--- src/rtl/simmem_pkg.sv ---
// -----------------------------------------------------------------------------
// simmem_pkg
// Shared types and constants for the simulated memory controller.
//
// Contents:
//   delay_entry_state_e : per-entry lifecycle of a delay tracker slot
//   DelayTracker*       : default tracker geometry
//   Read*/Write*        : per-bank instantiation values for the two paths
// -----------------------------------------------------------------------------
package simmem_pkg;

  // Lifecycle of one delay tracker entry.
  typedef enum logic [1:0] {
    DELAY_FREE       = 2'd0,
    DELAY_COUNTING   = 2'd1,
    DELAY_RELEASABLE = 2'd2
  } delay_entry_state_e;

  // Default tracker geometry.
  localparam int unsigned DelayTrackerCapacity      = 32'd16;
  localparam int unsigned DelayTrackerNumInputs     = 32'd2;
  localparam int unsigned DelayTrackerDelayWidth    = 32'd6;
  localparam int unsigned DelayTrackerReleaseOffset = 32'd2;

  // Read response path: wider bank, two reservation ports.
  localparam int unsigned ReadDelayTrackerNumEntries    = 32'd16;
  localparam int unsigned ReadDelayTrackerNumInputs     = 32'd2;
  localparam int unsigned ReadDelayTrackerReleaseOffset = 32'd2;

  // Write response path: smaller bank, single reservation port.
  localparam int unsigned WriteDelayTrackerNumEntries    = 32'd8;
  localparam int unsigned WriteDelayTrackerNumInputs     = 32'd1;
  localparam int unsigned WriteDelayTrackerReleaseOffset = 32'd2;

endpackage

--- src/rtl/simmem_delay_tracker_entry.sv ---
// -----------------------------------------------------------------------------
// simmem_delay_tracker_entry
// One tracked entry: FREE -> COUNTING -> RELEASABLE -> FREE, with a delay
// counter that only moves on tick.
//
// Ports:
//   clk_i, rst_i   : clock, synchronous active-high reset
//   tick_i         : count enable
//   load_i         : reservation accepted for this entry (only while FREE)
//   load_delay_i   : requested delay of the accepted reservation
//   release_i      : bank acknowledges release
//   release_en_o   : entry is RELEASABLE (registered)
//   occupied_o     : entry is not FREE (registered)
// -----------------------------------------------------------------------------
module simmem_delay_tracker_entry
  import simmem_pkg::*;
#(
  parameter int unsigned DelayWidth    = DelayTrackerDelayWidth,
  parameter int unsigned ReleaseOffset = DelayTrackerReleaseOffset
) (
  input  logic                  clk_i,
  input  logic                  rst_i,
  input  logic                  tick_i,
  input  logic                  load_i,
  input  logic [DelayWidth-1:0] load_delay_i,
  input  logic                  release_i,
  output logic                  release_en_o,
  output logic                  occupied_o
);

  localparam logic [DelayWidth-1:0] Offset   = DelayWidth'(ReleaseOffset);
  localparam logic [DelayWidth-1:0] CountOne = DelayWidth'(1);

  delay_entry_state_e    state_r;
  delay_entry_state_e    state_s;
  logic [DelayWidth-1:0] count_r;
  logic [DelayWidth-1:0] count_s;
  logic                  release_en_r;
  logic                  occupied_r;

  // Next-state and next-count logic for the entry lifecycle.
  always_comb begin
    state_s = state_r;
    count_s = count_r;
    case (state_r)
      DELAY_FREE: begin
        if (load_i) begin
          // Delays already covered by pipeline latency release immediately;
          // otherwise D > Offset so the subtraction cannot wrap.
          if (load_delay_i <= Offset) begin
            state_s = DELAY_RELEASABLE;
            count_s = '0;
          end else begin
            state_s = DELAY_COUNTING;
            count_s = load_delay_i - Offset;
          end
        end else begin
          state_s = DELAY_FREE;
          count_s = count_r;
        end
      end
      DELAY_COUNTING: begin
        if (tick_i) begin
          if (count_r == CountOne) begin
            state_s = DELAY_RELEASABLE;
            count_s = '0;
          end else begin
            state_s = DELAY_COUNTING;
            count_s = count_r - CountOne;
          end
        end else begin
          state_s = DELAY_COUNTING;
          count_s = count_r;
        end
      end
      DELAY_RELEASABLE: begin
        if (release_i) begin
          state_s = DELAY_FREE;
          count_s = '0;
        end else begin
          state_s = DELAY_RELEASABLE;
          count_s = count_r;
        end
      end
      default: begin
        state_s = DELAY_FREE;
        count_s = '0;
      end
    endcase
  end

  // State, counter and registered status flags derived from the next state.
  always_ff @(posedge clk_i) begin
    if (rst_i) begin
      state_r      <= DELAY_FREE;
      count_r      <= '0;
      release_en_r <= 1'b0;
      occupied_r   <= 1'b0;
    end else begin
      state_r      <= state_s;
      count_r      <= count_s;
      release_en_r <= (state_s == DELAY_RELEASABLE);
      occupied_r   <= (state_s != DELAY_FREE);
    end
  end

  assign release_en_o = release_en_r;
  assign occupied_o   = occupied_r;

endmodule

--- src/rtl/simmem_delay_tracker.sv ---
// -----------------------------------------------------------------------------
// simmem_delay_tracker
// Multi-port delay reservation tracker for a response bank. Arbitrates up to
// NumInputs reservations per cycle onto NumEntries independent delay entries.
//
// Ports:
//   clk_i, rst_i       : clock, synchronous active-high reset
//   tick_i             : global count enable
//   in_valid_i         : reservation request per port
//   in_id_i            : target entry per port
//   in_delay_i         : requested delay per port
//   collision_o        : registered pulse, port's request was dropped
//   released_onehot_i  : bank releases entries (multi-hot)
//   release_en_o       : entry is releasable
//   occupied_o         : entry is not FREE
//   num_pending_o      : population count of occupied_o
// -----------------------------------------------------------------------------
module simmem_delay_tracker
  import simmem_pkg::*;
#(
  parameter int unsigned NumEntries    = DelayTrackerCapacity,
  parameter int unsigned NumInputs     = DelayTrackerNumInputs,
  parameter int unsigned DelayWidth    = DelayTrackerDelayWidth,
  parameter int unsigned ReleaseOffset = DelayTrackerReleaseOffset,
  parameter int unsigned IdWidth       = $clog2(NumEntries)
) (
  input  logic                                 clk_i,
  input  logic                                 rst_i,
  input  logic                                 tick_i,
  input  logic [NumInputs-1:0]                 in_valid_i,
  input  logic [NumInputs-1:0][IdWidth-1:0]    in_id_i,
  input  logic [NumInputs-1:0][DelayWidth-1:0] in_delay_i,
  output logic [NumInputs-1:0]                 collision_o,
  input  logic [NumEntries-1:0]                released_onehot_i,
  output logic [NumEntries-1:0]                release_en_o,
  output logic [NumEntries-1:0]                occupied_o,
  output logic [$clog2(NumEntries+1)-1:0]      num_pending_o
);

  localparam int unsigned PendWidth = $clog2(NumEntries + 1);

  logic [NumEntries-1:0]                 occupied_s;
  logic [NumEntries-1:0]                 release_en_s;
  logic [NumEntries-1:0]                 load_s;
  logic [NumEntries-1:0][DelayWidth-1:0] load_delay_s;
  logic [NumInputs-1:0]                  collision_s;
  logic [NumInputs-1:0]                  collision_r;
  logic                                  hit_s;
  logic                                  match_s;
  logic [PendWidth-1:0]                  pending_s;

  // Port arbitration: ports are scanned in index order and load_s doubles as
  // the "already claimed this cycle" mark, so the lowest port wins an entry.
  // An id beyond NumEntries matches no entry and therefore collides.
  always_comb begin
    load_s       = '0;
    load_delay_s = '0;
    collision_s  = '0;
    hit_s        = 1'b0;
    match_s      = 1'b0;
    for (int k = 0; k < NumInputs; k++) begin
      hit_s = 1'b0;
      for (int e = 0; e < NumEntries; e++) begin
        match_s         = in_valid_i[k] && (in_id_i[k] == IdWidth'(e)) &&
                          !occupied_s[e] && !load_s[e];
        load_s[e]       = load_s[e] | match_s;
        load_delay_s[e] = match_s ? in_delay_i[k] : load_delay_s[e];
        hit_s           = hit_s | match_s;
      end
      collision_s[k] = in_valid_i[k] & ~hit_s;
    end
  end

  // Collision pulses are reported one cycle after the dropped request.
  always_ff @(posedge clk_i) begin
    if (rst_i) begin
      collision_r <= '0;
    end else begin
      collision_r <= collision_s;
    end
  end

  for (genvar i = 0; i < NumEntries; i++) begin : g_entry
    simmem_delay_tracker_entry #(
      .DelayWidth    (DelayWidth),
      .ReleaseOffset (ReleaseOffset)
    ) u_entry (
      .clk_i        (clk_i),
      .rst_i        (rst_i),
      .tick_i       (tick_i),
      .load_i       (load_s[i]),
      .load_delay_i (load_delay_s[i]),
      .release_i    (released_onehot_i[i]),
      .release_en_o (release_en_s[i]),
      .occupied_o   (occupied_s[i])
    );
  end

  // Population count of occupied entries, driven only by registered flags.
  always_comb begin
    pending_s = '0;
    for (int e = 0; e < NumEntries; e++) begin
      pending_s = pending_s + PendWidth'(occupied_s[e]);
    end
  end

  assign collision_o   = collision_r;
  assign release_en_o  = release_en_s;
  assign occupied_o    = occupied_s;
  assign num_pending_o = pending_s;

endmodule

--- config.mk ---
export PLATFORM = sky130hd
export DESIGN_NAME = simmem_delay_tracker
export DESIGN_NICKNAME = d
export VERILOG_FILES = /design/src/rtl/simmem_pkg.sv /design/src/rtl/simmem_delay_tracker_entry.sv /design/src/rtl/simmem_delay_tracker.sv
export SDC_FILE = /design/constraint.sdc
export NUM_CORES = 1
export LEC_CHECK = 0
export CAP_MARGIN = 20
export CORE_ASPECT_RATIO = 0.75
export CORE_MARGIN = 1.5
export CORE_UTILIZATION = 60
export CTS_CLUSTER_SIZE = 16
export DETAILED_ROUTE_END_ITERATION = 10
export PLACE_DENSITY = 0.79
export SLEW_MARGIN = 40
export SYNTH_ARGS = -nofsm -noshare
export SYNTH_HDL_FRONTEND = slang
export SYNTH_SLANG_ARGS = --single-unit
export TNS_END_PERCENT = 30
--- constraint.sdc ---
create_clock -name clk_i -period 8.8 [get_ports clk_i]
set_input_delay 1.76 -clock clk_i [delete_from_list [all_inputs] [get_ports clk_i]]
set_output_delay 1.76 -clock clk_i [all_outputs]
set_load 0.01 [all_outputs]
==> impl_metrics.json <==
{
  "yosysTopAreaCellShare_pct": 25.5,
  "hold_slack_ns": 0.487,
  "crit_family": "adder cells",
  "synth_nets": 1712,
  "synth_cell_types": 90,
  "setup_viol": 0,
  "synth_seq_cells": 162,
  "regArea_mm2": 0.00324,
  "multi_input_area_mm2": 0.00862,
  "ys_seq_area_share_pct": 25.5,
  "slew_violations": 0,
  "antenna_cells": 0,
  "antenna_found_initial": 0,
  "ios": 80,
  "async_reset_ff_share_pct": 0,
  "power_per_cell_area_mw_per_mm2": 150,
  "worstPathMaxFanout": 6,
  "switching_power_uw": 683,
  "fin_skew_ns": 0.0110,
  "hpwl_um": 28600,
  "p_sw_share_pct": 32.4,
  "yosysWarnings": 0,
  "crit_required_ns": 7.04,
  "hold_path_class": "register to register",
  "synth_area_leaders": "dfxtp_1, ha_1, a22oi_1, a21oi_1, o21ai_0",
  "maxSlewHeadroom_pct": 41.2,
  "finalCritPeriodShare_pct": 79.1,
  "final_antenna_net_count": 0,
  "route.detailed.drc": 0,
  "drt-wirelength-per-cell_um": 22.0,
  "clk_pin_slew_ns": 0.07,
  "fin_tns_setup_ns": 0,
  "vias": 13201,
  "drt-initial-drc-count": 1700,
  "cts_buffer_depth": 2,
  "power.leakage_uw": 0.00471,
  "start_util_pct": 62.1,
  "criticalPathCategory": "register to primary output",
  "routed_via_density": 6.98,
  "rows": 45,
  "period_needed_ns": 6.96,
  "drive_gt1_share_pct": 8.76,
  "crit_chain": "ha_1, inv_1, fa_1, inv_1, fa_1, fa_1, inv_1, fa_1, inv_1, fa_1, fa_1, xor2_1, clkdlybuf4s50_1",
  "gp_congestion": 1.01,
  "p_seq_share_pct": 38.6,
  "fmax_mhz": 144,
  "crit_path_end_kind": "primary output",
  "p_comb_share_pct": 23.5,
  "finalHoldViolCount": 0,
  "utilization_pct": 68.7,
  "worst_slew_pin_slew_ns": 0.876,
  "internal_power_uw": 1420,
  "post_cts_resize_count": 0,
  "critPathMaxStageDelay_ns": 0.57,
  "die_h_um": 129,
  "synthesis.area_mm2": 0.0127,
  "postCtsSetupBuffers": 0,
  "cp.buffers_inverters": 5,
  "grt_usage_pct": 37.9,
  "core_area_mm2": 0.0205,
  "synth_edf_count": 0,
  "cpMostUsedCell": "fa_1",
  "cp.arrival_ns": 5.20,
  "crit_path_top_delay_cell": "clkdlybuf4s50_1",
  "synth_largest_area_cell": "dfxtp_1",
  "grt_overflow": 0,
  "tritoncts": "yes",
  "ir_drop_mv": 0.185,
  "routed_wl_um": 41600,
  "clock-sinks": 162,
  "clockRootBuffer": "clkbuf_16",
  "layout.nets": 1701,
  "die_area_mm2": 0.0221,
  "io_buffers": 79,
  "grt_max_degree": 80,
  "clock_latency_ns": 0.45,
  "postCtsHoldBufs": 0,
  "critPathLaunchType": "register",
  "syn_area_per_cell_um2": 7.91,
  "clockPowerShare_pct": 37.9,
  "num-fill-cells": 1711,
  "layout_common_cells": "dfxtp_1, nor2_1, a21oi_1, o21ai_0, nand2_1",
  "outcome": "finished, final reports clean",
  "grt_pass1_vias": 11903,
  "h-tree-depth": 4,
  "ys.flop_type": "dfxtp_1",
  "layout_commonest_cell": "dfxtp_1",
  "rsz0062_at_grt": "false",
  "firstDrtPassIters": 8,
  "postSynthCellCount": 1608,
  "synthToLayoutAreaGrowth_pct": 10.6,
  "grt_pass1_wl_um": 65100,
  "numCtsBuffers": 17,
  "die_x_um": 171,
  "max-cap-violations": 0
}
-- cells by family after synthesis --
logic type / Yosys count / share of synthesized area, %
simple gates: 528 / 21.7
buf+inv: 206 / 7.76
mux: 6 / 0.472
flops: 162 / 25.5
compound gates: 606 / 35.2
xor+xnor: 37 / 2.55
fa+ha+maj: 63 / 6.78
-- area by class of cell --
type                            count  share of cell area [%]
Sequential cell                   162                    23.1
Multi-Input combinational cell   1240                    61.3
Timing Repair Buffer              102                    6.82
Tap cell                          282                    2.51
Inverter                           74                    1.97
Clock inverter                     11                    1.10
Clock buffer                       21                    3.27
-- path summary, 6_finish.rpt --
| kind | from | end | slack, ns | cells past startpoint |
|---|---|---|---|---|
| max | g_entry[0].u_entry.occupied_o$_SDFF_PP0_ | num_pending_o[2] | 1.84 | 13 |
| min | g_entry[12].u_entry.count_r[4]$_SDFFE_PP0P_ | g_entry[12].u_entry.count_r[4]$_SDFFE_PP0P_ | 0.49 | 2 |
| max reg2reg | g_entry[7].u_entry.occupied_o$_SDFF_PP0_ | g_entry[7].u_entry.count_r[5]$_SDFFE_PP0P_ | 5.95 | 9 |
| min reg2reg | g_entry[12].u_entry.count_r[4]$_SDFFE_PP0P_ | g_entry[12].u_entry.count_r[4]$_SDFFE_PP0P_ | 0.49 | 2 |
-- sequential cells by signal (all words and copies together) (netlist names) --
register and count:
g_entry.u_entry.release_en_o 16, g_entry.u_entry.occupied_o 16, g_entry.u_entry.state_r 32, collision_o 2, g_entry.u_entry.count_r 96
-- cell usage after synthesis, types with 6 or more instances --
cell type	number
nand4_1	12
or3_1	23
nor3b_1	10
o31ai_1	18
buf_4	35
o211ai_1	7
a21boi_0	15
xor2_1	18
a32oi_1	22
nor3_1	72
ha_1	53
a221oi_1	21
o21ai_0	99
or2_2	16
nand2_1	79
nor2_1	122
buf_2	15
a31oi_1	32
a21o_1	21
nor4_1	31
a22o_1	15
o22ai_1	35
nand3b_1	7
o41ai_1	10
a21oi_1	100
a32o_1	8
and3_1	14
a311oi_1	13
clkbuf_1	73
nor2b_1	14
a22oi_1	75
a2111oi_0	7
a2111oi_4	11
inv_1	73
xnor2_1	19
a31o_2	12
a211oi_1	14
nand2b_1	46
nand3_1	42
mux2i_1	6
dfxtp_1	162
fa_1	10
-- metrics by stage --
stage               cells  worst slack [ns]  total power (µW)  cell area (µm²)
floorplan            1608              3.04              1150            12700
CTS                  1891              1.84              2090            14000
finish               1892              1.84              2110            14100
detailed placement   1859              2.33              1300            13400
global placement     1859              2.35              1290            13300
global route         1892              1.67              2190            14100
-- tightest hold or removal path: cells and delay by family, from the launching register on --
kind            cells  cell delay [ns]
compound gates      2             0.13
flops               1             0.31
-- power groups by stage --
stage                     Combinational (µW)  Clock (µW)  Sequential (µW)
after floorplan                          336           0              814
after global placement                   467           0              824
after detailed placement                 476           0              826
after CTS                                480         802              811
after global routing                     537         837              817
final                                    496         798              813
-- metal layers --
metal | vias up | track usage [%] | routed length (µm)
li1 | 6098 | - | -
met1 | 6206 | 53.1 | 18000
met2 | 807 | 55.7 | 17600
met3 | 90 | 10.3 | 4940
met4 | 0 | 13.6 | 1070
met5 | - | 0 | 0
Note: power is estimated with default switching activity, not from simulation.
